File: src/rtl/rdma_hdr_packer.sv
// rdma_hdr_packer
//   Captures an RDMA header request (source MAC, destination MAC, op bit,
//   counter) and streams it out as network-byte-order AXI-Stream beats of
//   DATA_W bits. Back-to-back packets run with no idle cycle between them.
//
//   Parameters
//     DATA_W : output beat width, power of two, 32..256
//     CNT_W  : counter field width, CNT_W % 8 == 7 so the header is byte aligned
//
//   Ports
//     clk, rst          : clock, asynchronous active-high reset
//     valid_slave       : request valid
//     ready_slave       : request accepted when valid_slave & ready_slave
//     src_address       : source MAC, sampled on accept
//     dst_address       : destination MAC, sampled on accept
//     operation         : op bit, sampled on accept
//     counter           : counter field, sampled on accept
//     data_master       : output beat, byte 0 = first header byte on the wire
//     keep_master       : byte enables
//     valid_master      : beat valid
//     last_master       : final header beat
//     ready_master      : downstream ready
//     busy              : packet in flight
//
//   Build option
//     RDMA_HDR_PACKER_SEQ_EN : the counter port is ignored; the counter field
//     comes from an internal sequence register that starts at 0 and advances
//     by one on every accepted request.
//
//   state | meaning
//   IDLE  | no packet in flight, ready for a request
//   HEAD  | presenting header beats on the master stream

module rdma_hdr_packer #(
    parameter int DATA_W = 32,
    parameter int CNT_W  = 31
) (
    input  logic                  clk,
    input  logic                  rst,
    input  logic                  valid_slave,
    output logic                  ready_slave,
    input  logic [47:0]           src_address,
    input  logic [47:0]           dst_address,
    input  logic                  operation,
    input  logic [CNT_W-1:0]      counter,
    output logic [DATA_W-1:0]     data_master,
    output logic [DATA_W/8-1:0]   keep_master,
    output logic                  valid_master,
    output logic                  last_master,
    input  logic                  ready_master,
    output logic                  busy
);

    localparam int HDR_W   = 97 + CNT_W;
    localparam int NBEATS  = (HDR_W + DATA_W - 1) / DATA_W;
    localparam int KW      = DATA_W / 8;
    localparam int TOT_W   = NBEATS * DATA_W;
    localparam int PAD_W   = TOT_W - HDR_W;
    localparam int BW      = (NBEATS > 1) ? $clog2(NBEATS) : 1;
    localparam int R_BYTES = (HDR_W - (NBEATS - 1) * DATA_W) / 8;
    localparam logic [KW-1:0] KEEP_LAST = {KW{1'b1}} >> (KW - R_BYTES);

    typedef enum logic {IDLE, HEAD} state_t;

    state_t              state_q, state_d;
    logic [BW-1:0]       beat_q, beat_d;
    logic [47:0]         src_q, src_d;
    logic [47:0]         dst_q, dst_d;
    logic                op_q, op_d;
    logic [CNT_W-1:0]    cnt_q, cnt_d;
    logic [DATA_W-1:0]   data_q, data_d;
    logic [KW-1:0]       keep_q, keep_d;
    logic                valid_q, valid_d;
    logic                last_q, last_d;

    logic                take;
    logic [CNT_W-1:0]    cnt_src;
    logic [TOT_W-1:0]    hpad;
    logic [DATA_W-1:0]   slice;
    logic [DATA_W-1:0]   rev;

`ifdef RDMA_HDR_PACKER_SEQ_EN
    logic [CNT_W-1:0]    seq_q, seq_d;
    logic                unused_counter;

    assign unused_counter = ^counter;
    assign cnt_src        = seq_q;
`else
    assign cnt_src        = counter;
`endif

    // Accepts in IDLE, or in HEAD only on the final-beat handshake so the
    // next packet can start without a bubble.
    assign ready_slave  = (state_q == IDLE) || (last_q && ready_master);

    assign data_master  = data_q;
    assign keep_master  = keep_q;
    assign valid_master = valid_q;
    assign last_master  = last_q;
    assign busy         = (state_q == HEAD);

    always_comb begin
        state_d = state_q;
        beat_d  = beat_q;
        take    = 1'b0;

        case (state_q)
            IDLE: begin
                if (valid_slave) begin
                    take    = 1'b1;
                    beat_d  = '0;
                    state_d = HEAD;
                end
            end
            HEAD: begin
                if (ready_master) begin
                    if (last_q) begin
                        beat_d = '0;
                        if (valid_slave) begin
                            take = 1'b1;
                        end else begin
                            state_d = IDLE;
                        end
                    end else begin
                        beat_d = beat_q + 1'b1;
                    end
                end
            end
            default: state_d = IDLE;
        endcase

        src_d = src_q;
        dst_d = dst_q;
        op_d  = op_q;
        cnt_d = cnt_q;
`ifdef RDMA_HDR_PACKER_SEQ_EN
        seq_d = seq_q;
`endif
        if (take) begin
            src_d = src_address;
            dst_d = dst_address;
            op_d  = operation;
            cnt_d = cnt_src;
`ifdef RDMA_HDR_PACKER_SEQ_EN
            seq_d = seq_q + 1'b1;
`endif
        end

        // Header left-justified in a whole number of beats; the zero pad
        // lands at the LSB end of the final beat.
        hpad  = TOT_W'({src_d, dst_d, op_d, cnt_d}) << PAD_W;
        slice = hpad[TOT_W - 1 - int'(beat_d) * DATA_W -: DATA_W];

        // First wire byte (slice MSB byte) goes to data byte 0.
        rev = '0;
        for (int j = 0; j < KW; j++) begin
            rev[8*j +: 8] = slice[DATA_W - 1 - 8*j -: 8];
        end

        valid_d = (state_d == HEAD);
        last_d  = valid_d && (beat_d == BW'(NBEATS - 1));
        data_d  = valid_d ? rev : '0;
        if (!valid_d) begin
            keep_d = '0;
        end else if (last_d) begin
            keep_d = KEEP_LAST;
        end else begin
            keep_d = '1;
        end
    end

    always_ff @(posedge clk or posedge rst) begin
        if (rst) begin
            state_q <= IDLE;
            beat_q  <= '0;
            src_q   <= '0;
            dst_q   <= '0;
            op_q    <= 1'b0;
            cnt_q   <= '0;
            data_q  <= '0;
            keep_q  <= '0;
            valid_q <= 1'b0;
            last_q  <= 1'b0;
`ifdef RDMA_HDR_PACKER_SEQ_EN
            seq_q   <= '0;
`endif
        end else begin
            state_q <= state_d;
            beat_q  <= beat_d;
            src_q   <= src_d;
            dst_q   <= dst_d;
            op_q    <= op_d;
            cnt_q   <= cnt_d;
            data_q  <= data_d;
            keep_q  <= keep_d;
            valid_q <= valid_d;
            last_q  <= last_d;
`ifdef RDMA_HDR_PACKER_SEQ_EN
            seq_q   <= seq_d;
`endif
        end
    end

endmodule
File: config.mk
export PLATFORM = sky130hd
export DESIGN_NAME = rdma_hdr_packer
export DESIGN_NICKNAME = d
export VERILOG_FILES = /design/src/rtl/rdma_hdr_packer.sv
export SDC_FILE = /design/constraint.sdc
export NUM_CORES = 1
export LEC_CHECK = 0
export ABC_AREA = 1
export CAP_MARGIN = 20
export CELL_PAD_IN_SITES_DETAIL_PLACEMENT = 1
export CELL_PAD_IN_SITES_GLOBAL_PLACEMENT = 1
export CORE_MARGIN = 1
export CORE_UTILIZATION = 37
export DETAILED_ROUTE_END_ITERATION = 16
export PLACE_DENSITY = 0.81
export SYNTH_ARGS = -nofsm -noshare
export SYNTH_HDL_FRONTEND = slang
export SYNTH_SLANG_ARGS = --single-unit
File: constraint.sdc
create_clock -name clk -period 6.1 [get_ports clk]
set_input_delay 1.22 -clock clk [delete_from_list [all_inputs] [get_ports clk]]
set_output_delay 1.22 -clock clk [all_outputs]
set_load 0.02 [all_outputs]
# After elaboration in Yosys (flattened, before gate mapping)
# Index checks and enable logic that the tools add are counted.
dict set report classes {
  addsub 2
  n_eq_ne 1
  n_shift 1
  mux 17
  bitwise_logic 1
  reduce_logical 3
}
# operator n
set ops {}
lappend ops {{159-bit by 8-bit variable part select with 32-bit output} 1}
lappend ops {{48-bit two-way mux} 2}
lappend ops {{32-bit two-way mux} 1}
lappend ops {{31-bit two-way mux} 1}
lappend ops {{7-bit by 7-bit subtractor with 8-bit output (first input constant)} 1}
lappend ops {{1-bit two-way mux} 6}
lappend ops {{2-bit two-way mux} 3}
lappend ops {{4-bit two-way mux} 1}
lappend ops {{1-bit case mux with 2 select lines} 2}
lappend ops {{2-bit case mux with 2 select lines} 1}
lappend ops {{2-bit by 1-bit adder with 2-bit output (second input constant)} 1}
lappend ops {{2-bit == test (second input constant)} 1}
lappend ops {{1-bit logical AND} 2}
lappend ops {{1-bit logical OR} 1}
lappend ops {{1-bit NOT} 1}
dict set report word_totals {
  ff_bits 168
  in_bits 132
  output_inout_bits 40
  elab_cells 34
}

# Logic depth before layout (Yosys ltp)
# Gate-level depths: netlist (run 1).
dict set report depth {
  ltp_word 7
  mapped_depth 10
}

# Worst setup path after synthesis (run 1)
# OpenSTA, ideal clock, no wires.
dict set report synth_path {
  kind {input-to-output}
  startpoint {input port ready_master}
  endpoint {output port ready_slave}
  t_arrival_ns 1.755
  path_slack_ns 3.125
  path_stages 4
  path_buffers 2
  path_cell_list {nand2_2 nand2_4 buf_2 buf_2}
}
dict set report synth_between {
  elab_chain_cells 2
}
# item line
set synth_lines {}
lappend synth_lines {{from (decl)} 50} ;# input logic ready_master,
lappend synth_lines {{1-bit logical AND} 94} ;# assign ready_slave = (state_q == IDLE) || (last_q && ready_master);
lappend synth_lines {{1-bit logical OR} 94}
lappend synth_lines {{to (decl)} 41} ;# output logic ready_slave,
# No other way between the ends.

# Final worst setup path (run 1)
# Ends and elaborated chain as after synthesis.

==> results of run 1 <==
[state kept, by name, summed over array words and instances (netlist names)]
signal	flops
last_master	1
data_master	32
src_q	48
cnt_q	31
op_q	1
dst_q	48
beat_q	2
keep_master	1
[area by class of cell]
class	count	area, um^2	area share (%)
inverters	296	1116	10.27
well taps	280	350.3	3.222
clock inverters	4	70.07	0.6445
repair buffers	182	1812	16.66
flip-flops and latches	164	4104	37.75
multi-input cells	628	2917	26.83
clock buffers	27	503.0	4.627
[worst max-delay path by stage]
stage | slack (ns) | cells after the start | start | endpoint
finish | 1.68 | 4 | ready_master | ready_slave
global route | 1.58 | 4 | ready_master | ready_slave
CTS | 1.68 | 4 | ready_master | ready_slave
detailed placement | 1.56 | 10 | ready_master | data_master[24]
global placement | 1.72 | 10 | ready_master | data_master[27]
floorplan | 0.45 | 1 | rst | beat_q[0]
[power by group through the flow]
stage / sequential (W) / combinational [W] / clock [W]
6_report: 0.00179 / 0.00256 / 0.00106
3_3_place_gp: 0.00178 / 0.00244 / 0
2_1_floorplan: 0.00189 / 0.00155 / 0
4_1_cts: 0.00179 / 0.00259 / 0.00108
5_1_grt: 0.00184 / 0.00288 / 0.00112
3_5_place_dp: 0.00180 / 0.00256 / 0
[synth_stat cells, drive strengths merged]
| library cell | instances | share of area [%] |
|---|---|---|
| buf | 56 | 3.5 |
| dfrtp | 164 | 48 |
| nor3 | 1 | 0.059 |
| a21oi | 32 | 1.9 |
| clkbuf | 14 | 0.62 |
| inv | 296 | 13 |
| o22ai | 1 | 0.15 |
| nand3b | 96 | 8.5 |
| nor2 | 3 | 0.16 |
| nand3 | 99 | 5.8 |
| nand2 | 396 | 18 |
[cells in the final DEF, fill, tap and decap left out, types with 4 or more instances in the layout]
master | netlist | routed
sky130_fd_sc_hd__nand2_1 | 393 | 393
sky130_fd_sc_hd__inv_1 | 294 | 293
sky130_fd_sc_hd__clkdlybuf4s50_1 | 0 | 170
sky130_fd_sc_hd__dfrtp_1 | 164 | 164
sky130_fd_sc_hd__nand3_1 | 99 | 98
sky130_fd_sc_hd__nand3b_1 | 96 | 96
sky130_fd_sc_hd__a21oi_1 | 32 | 32
sky130_fd_sc_hd__clkbuf_16 | 0 | 17
sky130_fd_sc_hd__buf_4 | 5 | 11
sky130_fd_sc_hd__clkbuf_1 | 14 | 6
sky130_fd_sc_hd__clkbuf_8 | 0 | 4
[per-layer routing]
| layer | wire length, um | share of wire (%) | track usage, % | vias to the layer above |
|---|---|---|---|---|
| met5 | 8 | 0.031 | 0 | - |
| met4 | 377 | 1.5 | 6.590 | 2 |
| met3 | 1122 | 4.4 | 4.536 | 27 |
| met2 | 12890 | 50 | 40.16 | 174 |
| met1 | 11170 | 44 | 28.62 | 3704 |
| li1 | - | - | - | 3627 |
[stage by stage]
stage	instances	util, %
after global routing	1581	49.06
final	1581	49.06
after global placement	1549	46.35
after detailed placement	1549	46.35
after floorplan	1158	-
after CTS	1580	48.93
[cells by family after synthesis]
kind of cell,share of synthesized area [%]
DFF,48.45
buffers and inverters,17.24
AOI/OAI and AO/OA,2.038
and+or+nand+nor,32.27
[worst min-delay path, stage by stage, from the launching register on]
cell and delay [ns]:
sky130_fd_sc_hd__dfrtp_1 0.32, sky130_fd_sc_hd__inv_1 0.04, sky130_fd_sc_hd__nand2_1 0.05, sky130_fd_sc_hd__nand2_1 0.06
sky130_fd_sc_hd__inv_1 0.05
==> out/qor.yml, run 1 <==
critical_path:
  critPathMaxFanout: 67
  reg2reg_depth: 9
  timing.critical_path.from_type: "input pin"
  crit_arrival_ns: 3.20
  path_class: "in -> out"
  timing.critical_path.cells: "clkdlybuf4s50_1, nand2_2, nand2_4, clkdlybuf4s50_1"
  critPathBufInv: 2
  worst_path_max_delay_cell: "sky130_fd_sc_hd__clkdlybuf4s50_1"
  critical_path.most_common_cell: "sky130_fd_sc_hd__clkdlybuf4s50_1"
  critical_path.max_stage_delay_ns: 0.74
  rr_endpoint: "data_master[24]"
  timing.critical_path.max_delay_family: "buffers and inverters"
  critical_path.endpoint_type: "primary output"
  worst-endpoint-required_ns: 4.88
  ff2ff_setup_slack_ns: 3.02
  rr_startpoint: "keep_master[2]"
synth:
  post_synth_instance_area_mm2: 0.008471
  synth_seq_area_share_pct: 48.45
  synth_nets: 1290
  synth.ff_latch_count: 164
  synth_cell_type_count: 18
  syn_avg_cell_area_um2: 7.315
  ys_warn_count: 0
  syn-instance-count: 1158
floorplanning:
  core-area_mm2: 0.02216
  die_width_um: 153.3
  design.portCount: 172
  start_util_pct: 38.22
  num_rows: 54
  die_area_mm2: 0.02350
  fp.dieH_um: 153.3
route:
  drc: 0
  route.detailed.wl_per_inst_um: 16.17
  post_route_ant_nets: 0
  drt_iter0_drc: 424
  route.vias.total: 7534
  detail_route.wirelength_um: 25570
  routed_via_density: 4.765
  drt_pass1_iterations: 4
power_and_ir_drop:
  powerDensity_mw_per_mm2: 497.2
  vdd_drop_max_uv: 245.3
  power_leakage_nw: 5.979
  power.total_w: 0.005406
  comb_power_share_pct: 47.4
  share_seq_of_total_power_pct: 33.1
  internal-power_w: 0.003140
  switching_share_pct: 41.90
  clockPowerShare_pct: 19.5
  p_switching_w: 0.002265
sta:
  worst_hold_slack_after_final_layout_ns: 0.5413
  report.final.hold_viol_count: 0
  post-route-min-period_ns: 4.420
  fmax_mhz: 226.2
  timing.slew.headroom_pct: 38.70
  number_of_pins_with_negative_max_slew_slack_in_the_final_report: 0
  setup-violations-final: 0
  finClkSkew_ns: 0.008868
  worst_slew_pin_slew_ns: 0.9195
  final.setup.worst_slack_ns: 1.680
  setup_repair_after_global_routing_missed_its_margin: "false"
  fin_setup_tns_ns: 0
  post-route-period-util_pct: 72.46
place:
  post-dp-hpwl_um: 17110
  io_buffers: 171
  detailedPlace.worstSlack_ns: 1.565
  dpl_cell_area_mm2: 0.01027
  place_congestion: 0.8032
layout:
  layout.cell_area.non_filler_mm2: 0.01087
  antenna_cells_inserted: 0
  area_delta_synth_final_pct: 28.35
  post_route_cells_drive_above_1_share_pct: 3.536
  num-fill-cells: 2754
  nets: 1421
hold_path:
  whs_endpoint: "dst_q[21]"
  hold_path_depth: 4
  hold_path_class: "reg -> reg"
  hold_path.startpoint: "dst_q[21]"
flow_run:
  max_cap_viol_count: 0
grt:
  wire_length_of_the_first_global_routing_pass_um: 41650
  grt_pass1_vias: 8041
  global_route.usage.total_pct: 22.96
  antenna_found_initial: 1
  largest_net_degree_at_the_start_of_global_routing: 102
  grt.overflow.total: 0
clock_tree:
  cts_root_buf: "sky130_fd_sc_hd__clkbuf_16"
  clk_path_buf_depth: 2
  cts.htree.levels: 4
  cts-buffers-inserted: 17
  tritoncts_num_sinks: 164
  cts_tree: "done"
  cts_repair_resize_count: 0
  worstSkewPairLatency_ns: 0.43
  cts.repair_timing.setup_buffer_count: 0
  postCtsHoldBufs: 0
  cts.clk_slew.worst_paths_ns: 0.06
run_status:
  status: "finished clean"
Note: power is estimated with default switching activity, not from simulation.
==> inputs of run 2 (changes only) <==
==> constraint.sdc (replaced) <==
create_clock -name clk -period 4.2 [get_ports clk]
set_input_delay 0.84 -clock clk [delete_from_list [all_inputs] [get_ports clk]]
set_output_delay 0.84 -clock clk [all_outputs]
set_load 0.02 [all_outputs]
==> run 2 against run 1 <==
Effect of this change:
- global-route usage fell by 0.53 points
- clock skew about the same
- wire length is 0.77% lower
- core utilization hardly changed
- register-to-register slack got worse by 1.3 ns
- critical endpoint unchanged
- largest power group unchanged
- highest routed layer unchanged
==> out/qor.yml, run 2 (synthesis results as in run 1) <==
run_status:
  status: "finished clean"
place:
  place.detailed.instances: 1553
  post-dp-hpwl_um: 16960
  detailedPlace.worstSlack_ns: 0.7884
  io_buffers: 171
  place_congestion: 0.7959
flow_run:
  max_cap_viol_count: 0
sta:
  number_of_pins_with_negative_max_slew_slack_in_the_final_report: 0
  timing.slew.headroom_pct: 35.25
  final.setup.worst_slack_ns: 0.8289
  report.final.hold_viol_count: 0
  post-route-min-period_ns: 3.371
  setup_repair_after_global_routing_missed_its_margin: "false"
  worst_slew_pin_slew_ns: 0.9713
  fin_setup_tns_ns: 0
  setup-violations-final: 0
  fmax_mhz: 296.6
  post-route-period-util_pct: 80.26
  finClkSkew_ns: 0.009015
floorplanning:
  die_area_mm2: 0.02350
  die_width_um: 153.3
  fp.dieH_um: 153.3
  core-area_mm2: 0.02216
  num_rows: 54
  start_util_pct: 38.22
  design.portCount: 172
route:
  routed_via_density: 4.690
  post_route_ant_nets: 0
  drt_iter0_drc: 294
  drc: 0
  drt_pass1_iterations: 4
  route.detailed.wl_per_inst_um: 16.02
  detail_route.wirelength_um: 25370
  route.vias.total: 7429
clock_tree:
  cts_root_buf: "sky130_fd_sc_hd__clkbuf_16"
  tritoncts_num_sinks: 164
  cts.clk_slew.worst_paths_ns: 0.06
  cts_tree: "done"
  worstSkewPairLatency_ns: 0.43
  postCtsHoldBufs: 0
  cts.repair_timing.setup_buffer_count: 0
  cts.htree.levels: 4
  cts_repair_resize_count: 0
  clk_path_buf_depth: 2
  cts-buffers-inserted: 17
hold_path:
  hold_path_class: "reg -> reg"
  hold_path_depth: 4
critical_path:
  crit_arrival_ns: 2.53
  path_class: "in -> out"
  worst-endpoint-required_ns: 3.36
  reg2reg_depth: 7
  critPathMaxFanout: 36
  critical_path.endpoint_type: "primary output"
  timing.critical_path.from_type: "input pin"
grt:
  antenna_found_initial: 1
  global_route.usage.total_pct: 22.44
  grt_pass1_vias: 7903
  wire_length_of_the_first_global_routing_pass_um: 40770
  largest_net_degree_at_the_start_of_global_routing: 165
  grt.overflow.total: 0
layout:
  area_delta_synth_final_pct: 28.42
  antenna_cells_inserted: 0
  post_route_cells_drive_above_1_share_pct: 4.141
  layout.cells.most_common_list: "393 x sky130_fd_sc_hd__nand2_1, 293 x sky130_fd_sc_hd__inv_1, 170 x sky130_fd_sc_hd__clkdlybuf4s50_1"
  nets: 1424
  finalNonFillerCells: 1584
  mostFrequentLayoutCell: "sky130_fd_sc_hd__nand2_1"
power_and_ir_drop:
  vdd_drop_max_uv: 376.5
  powerDensity_mw_per_mm2: 714.2
  power.total_w: 0.007769
  power_leakage_nw: 5.980
==> run 2: power breakdown <==
part	leakage, nW	switching, W	internal (W)	total (W)
Combinational	3.91	0.00236	0.00130	0.00366
Sequential	1.80	0.000268	0.00234	0.00261
Clock	0.270	0.000644	0.000853	0.00150
==> run 2: path summary, 6_finish.rpt <==
path | slack [ns] | endpoint | startpoint
setup / recovery | 0.83 | ready_slave | ready_master
hold / removal | 0.54 | dst_q[41] | dst_q[41]
setup reg to reg | 1.69 | data_master[16] | keep_master[2]
hold reg to reg | 0.54 | dst_q[41] | dst_q[41]
max in group asynchronous | 2.46 | data_master[0] | rst
min in group asynchronous | 0.97 | cnt_q[29] | rst
==> run 2: layout make-up <==
type	count	area [um^2]
Timing Repair Buffer	185	1839
Inverter	296	1115
Sequential cell	164	4104
Multi-Input combinational cell	628	2917
Fill cell	2757	11280
Tap cell	280	350.3
Clock buffer	21	470.5
Clock inverter	10	82.58
==> run 2: critical path: stages <==
cell and delay (ns):
sky130_fd_sc_hd__clkdlybuf4s50_1 0.56, sky130_fd_sc_hd__nand2_2 0.09, sky130_fd_sc_hd__nand2_4 0.33, sky130_fd_sc_hd__clkdlybuf4s50_1 0.69
==> run 2: stage by stage <==
stage	instance area (um^2)	hold slack [ns]	util, %
5_1_grt	10880	0.5790	49.09
6_report	10880	0.5408	49.09
2_1_floorplan	8474	0.5040	-
4_1_cts	10880	0.5459	49.09
3_5_place_dp	10320	0.5290	46.59
3_3_place_gp	10320	0.5161	46.59
==> run 2: layer usage <==
| layer | GRT usage, % | wire, um |
|---|---|---|
| met5 | 0 | 17 |
| met4 | 7.648 | 518 |
| met3 | 3.487 | 1127 |
| met2 | 40.53 | 13060 |
| met1 | 27.02 | 10640 |
